===== config.mk =====
export PLATFORM = sky130hd
export DESIGN_NAME = delay_cfg_deser
export DESIGN_NICKNAME = d
export VERILOG_FILES = /design/src/rtl/delay_cfg_deser_pkg.sv /design/src/rtl/delay_cfg_deser.sv
export SDC_FILE = /design/constraint.sdc
export NUM_CORES = 1
export LEC_CHECK = 0
export CORE_MARGIN = 8
export CORE_UTILIZATION = 46
export CTS_CLUSTER_DIAMETER = 40
export CTS_CLUSTER_SIZE = 24
export DETAILED_ROUTE_END_ITERATION = 8
export DONT_BUFFER_PORTS = 1
export PLACE_DENSITY = 0.67
export SYNTH_ARGS = -nofsm -noshare
export SYNTH_HDL_FRONTEND = slang
export SYNTH_SLANG_ARGS = --single-unit

===== constraint.sdc =====
create_clock -name i_clk -period 4.6 [get_ports i_clk]
set_clock_uncertainty 0.15 [all_clocks]
set_input_delay 0.92 -clock i_clk [delete_from_list [all_inputs] [get_ports i_clk]]
set_output_delay 0.92 -clock i_clk [all_outputs]
set_load 0.01 [all_outputs]

===== src/rtl/delay_cfg_deser_pkg.sv =====
// Shared definitions for the delay-configuration deserialiser.
//   - Geometry of the flat delay vector (keyring entries plus mul/div entries).
//   - Simulation delay constants, packed in the same order they are streamed.
//   - Receive FSM state enum.
package delay_cfg_deser_pkg;

  // Keyring is KR_E x KR_S entries, each KR_L bits wide; three further
  // entries of the same width select the mul/div delay lines.
  localparam int KR_E            = 2;
  localparam int KR_S            = 2;
  localparam int KR_L            = 4;
  localparam int KR_MD_ENTRIES   = 3;
  localparam int KEYRING_DE_FLAT = (KR_E * KR_S + KR_MD_ENTRIES) * KR_L;

  typedef logic [KEYRING_DE_FLAT-1:0] t_keyring_delay_flat;

  // Delay selections used in simulation builds. MU_DELAY_SIM occupies the
  // least significant entry, so it is the first one shifted in.
  localparam logic [KR_L-1:0] F_DELAY_SIM  = 4'd3;
  localparam logic [KR_L-1:0] G_DELAY_SIM  = 4'd5;
  localparam logic [KR_L-1:0] H_DELAY_SIM  = 4'd7;
  localparam logic [KR_L-1:0] I_DELAY_SIM  = 4'd9;
  localparam logic [KR_L-1:0] MD_DELAY_SIM = 4'd2;
  localparam logic [KR_L-1:0] DV_DELAY_SIM = 4'd11;
  localparam logic [KR_L-1:0] MU_DELAY_SIM = 4'd6;

  localparam t_keyring_delay_flat KEYRING_DELAY_SIM = {
    F_DELAY_SIM, G_DELAY_SIM, H_DELAY_SIM, I_DELAY_SIM,
    MD_DELAY_SIM, DV_DELAY_SIM, MU_DELAY_SIM
  };

  typedef enum logic [1:0] {
    IDLE   = 2'd0,
    SHIFT  = 2'd1,
    COMMIT = 2'd2
  } t_cfg_state;

endpackage


===== src/rtl/delay_cfg_deser.sv =====
// Receive end of the serial delay-configuration chain.
// Bits arrive one per clock while i_delay_en is high and are collected in a
// shadow register. When the frame ends the bit count is checked and, if it
// is exact, the whole word is committed to o_delay_flat in one edge, so the
// delay lines downstream never see a partially loaded vector.
//
// Ports:
//   i_clk         system clock
//   i_rstn        synchronous active-low reset
//   i_delay_en    frame enable, high while configuration bits stream in
//   i_delay_cfg   serial configuration bit (first bit lands in bit 0)
//   o_delay_flat  committed delay vector
//   o_cfg_valid   set by a successful commit, cleared at reset / frame start
//   o_cfg_err     set when a frame had the wrong length, cleared likewise
//   o_busy        frame in progress (SHIFT or COMMIT)
module delay_cfg_deser
  import delay_cfg_deser_pkg::*;
#(
  parameter int                N_BITS   = KEYRING_DE_FLAT,
  parameter int                CNT_W    = $clog2(N_BITS + 1),
  parameter logic [N_BITS-1:0] RST_FLAT = '0
) (
  input  logic              i_clk,
  input  logic              i_rstn,
  input  logic              i_delay_en,
  input  logic              i_delay_cfg,
  output logic [N_BITS-1:0] o_delay_flat,
  output logic              o_cfg_valid,
  output logic              o_cfg_err,
  output logic              o_busy
);

  t_cfg_state        r_state;
  t_cfg_state        w_state_nxt;
  logic [CNT_W-1:0]  r_cnt;
  logic [N_BITS-1:0] r_shadow;
  logic              r_ovf;
  logic [N_BITS-1:0] r_flat;
  logic              r_valid;
  logic              r_err;
  logic              w_busy;
  logic              w_full;
  logic [N_BITS-1:0] w_bit_sel;

  assign w_full    = (r_cnt == CNT_W'(N_BITS));
  // One-hot mask of the shadow bit addressed by the counter; only used
  // while the counter is below N_BITS, so the shift never runs off the end.
  assign w_bit_sel = N_BITS'(1) << r_cnt;

  // State register
  always_ff @(posedge i_clk) begin
    if (!i_rstn) begin
      r_state <= IDLE;
    end else begin
      r_state <= w_state_nxt;
    end
  end

  // Next-state logic. COMMIT always lasts exactly one cycle and ignores
  // i_delay_en, so a frame can only start from IDLE.
  always_comb begin
    w_state_nxt = r_state;
    unique case (r_state)
      IDLE:    if (i_delay_en)  w_state_nxt = SHIFT;
      SHIFT:   if (!i_delay_en) w_state_nxt = COMMIT;
      COMMIT:  w_state_nxt = IDLE;
      default: w_state_nxt = IDLE;
    endcase
  end

  // Output logic
  always_comb begin
    w_busy = 1'b0;
    unique case (r_state)
      SHIFT, COMMIT: w_busy = 1'b1;
      default:       w_busy = 1'b0;
    endcase
  end

  // Shadow register, bit counter and commit registers. i_delay_cfg is only
  // sampled with i_delay_en high, so an undriven line between frames never
  // reaches the shadow.
  always_ff @(posedge i_clk) begin
    if (!i_rstn) begin
      r_cnt    <= '0;
      r_shadow <= '0;
      r_ovf    <= 1'b0;
      r_flat   <= RST_FLAT;
      r_valid  <= 1'b0;
      r_err    <= 1'b0;
    end else begin
      unique case (r_state)
        IDLE: begin
          if (i_delay_en) begin
            r_shadow <= N_BITS'(i_delay_cfg);
            r_cnt    <= CNT_W'(1);
            r_ovf    <= 1'b0;
            r_valid  <= 1'b0;
            r_err    <= 1'b0;
          end
        end
        SHIFT: begin
          if (i_delay_en) begin
            if (!w_full) begin
              r_shadow <= (r_shadow & ~w_bit_sel) | (w_bit_sel & {N_BITS{i_delay_cfg}});
              r_cnt    <= r_cnt + CNT_W'(1);
            end else begin
              // Surplus bits are dropped; the counter stays saturated and
              // the frame is rejected at commit time.
              r_ovf <= 1'b1;
            end
          end
        end
        COMMIT: begin
          if (w_full && !r_ovf) begin
            r_flat  <= r_shadow;
            r_valid <= 1'b1;
          end else begin
            r_err <= 1'b1;
          end
        end
        default: ;
      endcase
    end
  end

  assign o_delay_flat = r_flat;
  assign o_cfg_valid  = r_valid;
  assign o_cfg_err    = r_err;
  assign o_busy       = w_busy;

endmodule


==> flow_summary.yaml, run 1 <==
outcome:
  status: "complete, no violations"
floorplan:
  die_area_um2: 9690
  die_h_um: 98.4
  coreArea_um2: 6680
  fp-row-count: 30
  start_util_pct: 46.8
  die_x_um: 98.4
  ios: 35
flow_run:
  maxCapViolations: 0
synthesis:
  ys_ff_latch: 66
  synth.area.mux_share_pct: 0.641
  synth-edff-count: 0
  synth_cell_types: 42
  async_reset_ff_share_pct: 0
  synthAdderAreaFrac_pct: 4.00
  yosys_warnings: 0
  synthFlopType: "dfxtp_1"
  ys_seq_area_share_pct: 42.3
  synth-xor-area-share_pct: 0
  synth.avg_cell_area_um2: 7.97
  syn_area_um2: 3130
  postSynthCellCount: 392
  yosys.area_share.simple_pct: 26.1
  synth_top_family_by_area: "simple AND/OR/NAND/NOR gates"
  synth-compound-area-share_pct: 20.1
  synth_fp_nets: 406
timing:
  hold_viol: 0
  fmax_ghz: 0.413
  rsz0062_at_grt: "no"
  setup_viol: 0
  report.final.slew_viol_count: 0
  worst_slack_ps: 2180
  fin_crit_ps: 2420
  fin_tns_setup_ps: 0
  slew_headroom_pct: 45.4
  worst_slew_pin_slew_ps: 818
  fin_crit_sh_pct: 52.7
routing:
  route.vias.total: 2616
  antenna_left: 0
  drtIter0Drc: 191
  drc_errors: 0
  drt_wl_total_mm: 6.93
  firstDrtPassIters: 4
  drt-wirelength-per-cell_um: 15.1
  viasPerCell: 5.71
critical_path:
  cp-end-kind: "register"
  start_kind: "register"
  required_ps: 4660
  slowest_stage: "dfxtp_1"
  cp_top_family: "flip-flops"
  cp_slowest_stage_delay_ps: 860
  worstPathCellList: "nand4_2 > nor3b_4 > buf_4 > o21ai_0"
  cp.buffers_inverters: 1
  crit_arrival_ps: 2480
  path_max_fanout: 56
  path_class: "register to register"
clock_network:
  hold_buffers: 0
  cts.sinks: 66
  cts_buffer_depth: 2
  cts_setup_buffers: 0
  htreeDepth: 3
  clock-root-buffer: "clkbuf_8"
  clkTransAtPathRegs_ps: 80
  post_cts_resized: 0
  numCtsBuffers: 9
  insertion_delay_ps: 350
  cts_tree: "built"
placement:
  dp_slack_ps: 2200
  port_buffers: 0
  gp_congestion: 0.879
  dp_hpwl_mm: 4.78
  dp.cells: 442
finish:
  fillerInstances: 659
  n_antenna_cell: 0
  final_cells: 458
  final_util_pct: 48.6
  areaGrowthSynthToFinish_pct: 3.96
  drive_gt1_share_pct: 7.67
  nets: 387
power:
  p_per_area_nw_per_um2: 361
  ir_drop_mv: 0.139
  leakage_uw: 0.00114
global_route:
  antenna_found_initial: 0
  grt_max_degree: 80
  first_global_vias: 2451
  grt_pass1_wl_mm: 12.0
  track_usage_pct: 15.1
  grt_overflow: 0
worst_hold_path:
  hold_path.class: "register to register"
[per-stage QoR]
stage / hold WS (ps) / instance area [um^2] / total power (uW)
detailed placement: 302 / 3060 / 701
floorplan: 276 / 3130 / 702
CTS: 308 / 3250 / 1180
finish: 307 / 3250 / 1170
global route: 332 / 3250 / 1220
global placement: 289 / 3060 / 700
[worst min-delay path, delay by kind of cell, from the launching register on]
family | cells | cell delay [ps]
AOI/OAI and AO/OA | 1 | 50
and+or+nand+nor | 1 | 60
DFF | 1 | 310
[Yosys cell counts, types with 2 or more instances]
master / count / share of area (%)
nand3b_1: 2 / 0.48
nand4_2: 2 / 0.80
nand3_1: 44 / 7.0
nand2_1: 68 / 8.2
o21ai_0: 18 / 2.9
buf_1: 2 / 0.24
o22ai_1: 8 / 1.6
and3_1: 6 / 1.2
nand2b_1: 3 / 0.60
nand4_1: 3 / 0.60
buf_2: 8 / 1.3
a22oi_2: 2 / 0.80
ha_1: 10 / 4.0
a21oi_2: 3 / 0.84
a21o_1: 4 / 0.96
o21a_1: 3 / 0.72
buf_4: 5 / 1.2
clkbuf_1: 11 / 1.3
nor3_1: 7 / 1.1
inv_1: 9 / 1.1
o21ai_1: 31 / 5.0
a211oi_1: 3 / 0.72
nor3_2: 3 / 0.96
buf_6: 5 / 1.8
nor2_1: 17 / 2.0
nor2b_1: 8 / 1.6
a31oi_1: 3 / 0.60
dfxtp_1: 66 / 42
mux2i_1: 2 / 0.64
a21oi_1: 22 / 3.5
a22o_1: 3 / 0.84
[final timing paths]
path	start	endpoint	slack [ps]	cells after the start
min	r_shadow[2]$_SDFFE_PN0P_	o_delay_flat[2]$_SDFFE_PN0P_	310	2
min reg2reg	r_shadow[2]$_SDFFE_PN0P_	o_delay_flat[2]$_SDFFE_PN0P_	310	2
max	r_cnt[3]$_SDFFE_PN0P_	o_delay_flat[17]$_SDFFE_PN0P_	2180	4
max reg2reg	r_cnt[3]$_SDFFE_PN0P_	o_delay_flat[17]$_SDFFE_PN0P_	2180	4
[placed cells by master (no fill, tap or decap), types with 4 or more instances in the layout]
cell	n
o21ai_1	31
clkbuf_8	9
a21oi_1	22
and3_1	6
nand2_1	68
nand3_1	44
ha_1	10
inv_1	9
a21o_1	4
nor2_1	17
dfxtp_1	66
o21ai_0	18
o22ai_1	8
nor2b_1	8
nor3_1	7
[state kept, by name, summed over array words and instances (netlist names), named ones only]
name / cells
o_delay_flat: 28
r_cnt: 5
o_cfg_valid: 1
o_cfg_err: 1
r_shadow: 27
r_ovf: 1
r_state: 2
[kinds of logic after synthesis]
family                   count (synthesis)
AO/OA/AOI/OAI                          106
flip-flops                              66
AND/OR/NAND/NOR                        168
adder cells (fa/ha/maj)                 10
buffers and inverters                   40
multiplexers                             2
[report_power, final]
part           switching, uW  total [uW]  internal [uW]
Combinational           73.7         108           34.3
Clock                    233         482            249
Sequential              5.44         582            576
Total                    313        1170            859
[area by class of cell]
type / instances / area, um^2 / area share [%]
multi-input cells: 286 / 1590 / 49.1
flip-flops and latches: 66 / 1320 / 40.7
clock buffers: 9 / 124 / 3.81
well taps: 80 / 100 / 3.08
clock inverters: 7 / 68.8 / 2.12
inverters: 9 / 33.8 / 1.04
repair buffers: 1 / 7.51 / 0.231
[routing by layer]
layer	vias to the layer above	routed length, um	GRT usage (%)
met4	0	115	6.02
met3	11	521	5.00
li1	1336	-	-
met1	1204	3310	19.4
met5	-	0	0
met2	65	2980	22.8
No activity file was read; power rests on OpenSTA's default activity.
==> run 2, diff against run 1 <==
- PLACE_DENSITY: 0.67 -> 0.69
- clock period: 4.6 -> 2.2 ns (I/O delays scaled with it)
==> flow_summary.yaml, run 2 (synthesized netlist as in run 1, its figures left out) <==
clock_network:
  post_cts_resized: 0
  cts.sinks: 66
  cts_setup_buffers: 0
  cts_buffer_depth: 2
  insertion_delay_ps: 340
  hold_buffers: 0
  clkTransAtPathRegs_ps: 80
  numCtsBuffers: 9
  cts_tree: "built"
  clock-root-buffer: "clkbuf_8"
  htreeDepth: 3
timing:
  fin_tns_setup_ps: 0
  fin_crit_sh_pct: 93.9
  setup_viol: 0
  worst_slew_pin_slew_ps: 480
  fin_crit_ps: 2070
  slew_headroom_pct: 68.0
  hold_viol: 0
  holdWs_ps: 79.3
  fmax_ghz: 0.484
  report.final.slew_viol_count: 0
  rsz0062_at_grt: "no"
routing:
  drtIter0Drc: 222
  viasPerCell: 5.63
  antenna_left: 0
  drt-wirelength-per-cell_um: 14.8
  drc_errors: 0
  drt_wl_total_mm: 6.94
  firstDrtPassIters: 4
  route.vias.total: 2645
global_route:
  antenna_found_initial: 0
  track_usage_pct: 14.9
  first_global_vias: 2385
  grt_max_degree: 80
  grt_pass1_wl_mm: 12.0
  grt_overflow: 0
power:
  p_per_area_nw_per_um2: 831
  leakage_uw: 0.00125
  combPwrFrac_pct: 9.0
  p_seq_share_pct: 42.4
  p_switching_uw: 656
  p_sw_share_pct: 22.9
  ir_drop_mv: 0.287
  power.internal_uw: 2210
  clkPwrFrac_pct: 48.6
finish:
  n_antenna_cell: 0
  nets: 399
  drive_gt1_share_pct: 10.5
  fillerInstances: 620
  largest_reg_flops: 28
  final_cell_mix: "68 x nand2_1, 66 x dfxtp_1, 44 x nand3_1"
  layout_commonest_cell: "nand2_1"
  areaGrowthSynthToFinish_pct: 10.3
floorplan:
  die_h_um: 98.4
  ios: 35
  coreArea_um2: 6680
  start_util_pct: 46.8
  die_area_um2: 9690
  die_x_um: 98.4
  fp-row-count: 30
placement:
  port_buffers: 0
  dp_hpwl_mm: 4.86
  gp_congestion: 0.851
worst_hold_path:
  min-delay-start: "i_delay_cfg"
  hold_path.class: "input pin to register"
critical_path:
  cp-end-kind: "register"
  cp-endpoint: "r_shadow[25]$_SDFFE_PN0P_"
  crit_start: "r_cnt[0]$_SDFFE_PN0P_"
  reg2reg_slack_ps: 130
  path_class: "register to register"
  reg2reg_from: "r_cnt[0]$_SDFFE_PN0P_"
  crit_arrival_ps: 2150
  timing.rr.end: "r_shadow[25]$_SDFFE_PN0P_"
  rr_worst_depth: 6
  path_max_fanout: 7
  start_kind: "register"
  required_ps: 2280
outcome:
  status: "complete, no violations"
flow_run:
  maxCapViolations: 0
run 2: cell count changes in the layout (fill, tap and decap cells not counted), sizes merged:
cell and delta:
buf +12, bufinv +3, clkbuf +1, clkinv -1, clkinvlp -2, inv -1
run 2: power groups by stage:
stage | Clock [uW] | Sequential (uW) | Combinational, uW
2_1_floorplan | 0 | 1240 | 227
3_3_place_gp | 0 | 1240 | 253
3_5_place_dp | 0 | 1240 | 256
4_1_cts | 1410 | 1210 | 258
5_1_grt | 1470 | 1220 | 292
6_report | 1390 | 1210 | 259
run 2: worst min-delay path by stage:
stage | end | slack (ps) | depth (start not counted)
floorplan | r_shadow[13]$_SDFFE_PN0P_ | 280 | 1
global placement | o_delay_flat[24]$_SDFFE_PN0P_ | 300 | 2
detailed placement | r_shadow[27]$_SDFFE_PN0P_ | 300 | 2
CTS | register | 70 | 2
global route | o_delay_flat[14]$_SDFFE_PN0P_ | 80 | 2
finish | register | 80 | 2
run 2: layout make-up:
class	count	area [um^2]	area share [%]
sequential	66	1320	38.3
multi-input combinational	286	1590	46.2
clock inverter	6	138	3.99
timing repair buffer	13	123	3.56
tap	80	100	2.90
clock buffer	10	138	3.99
inverter	9	33.8	0.980
run 2: worst max-delay path: stages, from the launching register on:
cell and delay (ps):
dfxtp_1 410, inv_1 110, ha_1 280, nand4_2 220, a2bb2oi_1 410, o21ai_0 180, a22o_1 200
run 2: routing by layer:
| metal | track usage, % | up-vias | wire length, um |
|---|---|---|---|
| met5 | 0 | - | 0 |
| met4 | 4.25 | 0 | 72 |
| met3 | 5.85 | 8 | 614 |
| met2 | 21.9 | 72 | 3010 |
| met1 | 19.5 | 1208 | 3240 |
| li1 | - | 1357 | - |
run 2: stage by stage:
stage / utilization (%) / worst slack, ps / instances / total power [uW] / cell area [um^2]
floorplan: - / 187 / 392 / 1470 / 3130
global placement: 47.5 / 298 / 454 / 1490 / 3170
detailed placement: 47.5 / 192 / 454 / 1500 / 3170
CTS: 51.6 / 172 / 470 / 2880 / 3450
global route: 51.6 / 2.69 / 470 / 2980 / 3450
finish: 51.6 / 135 / 470 / 2860 / 3450
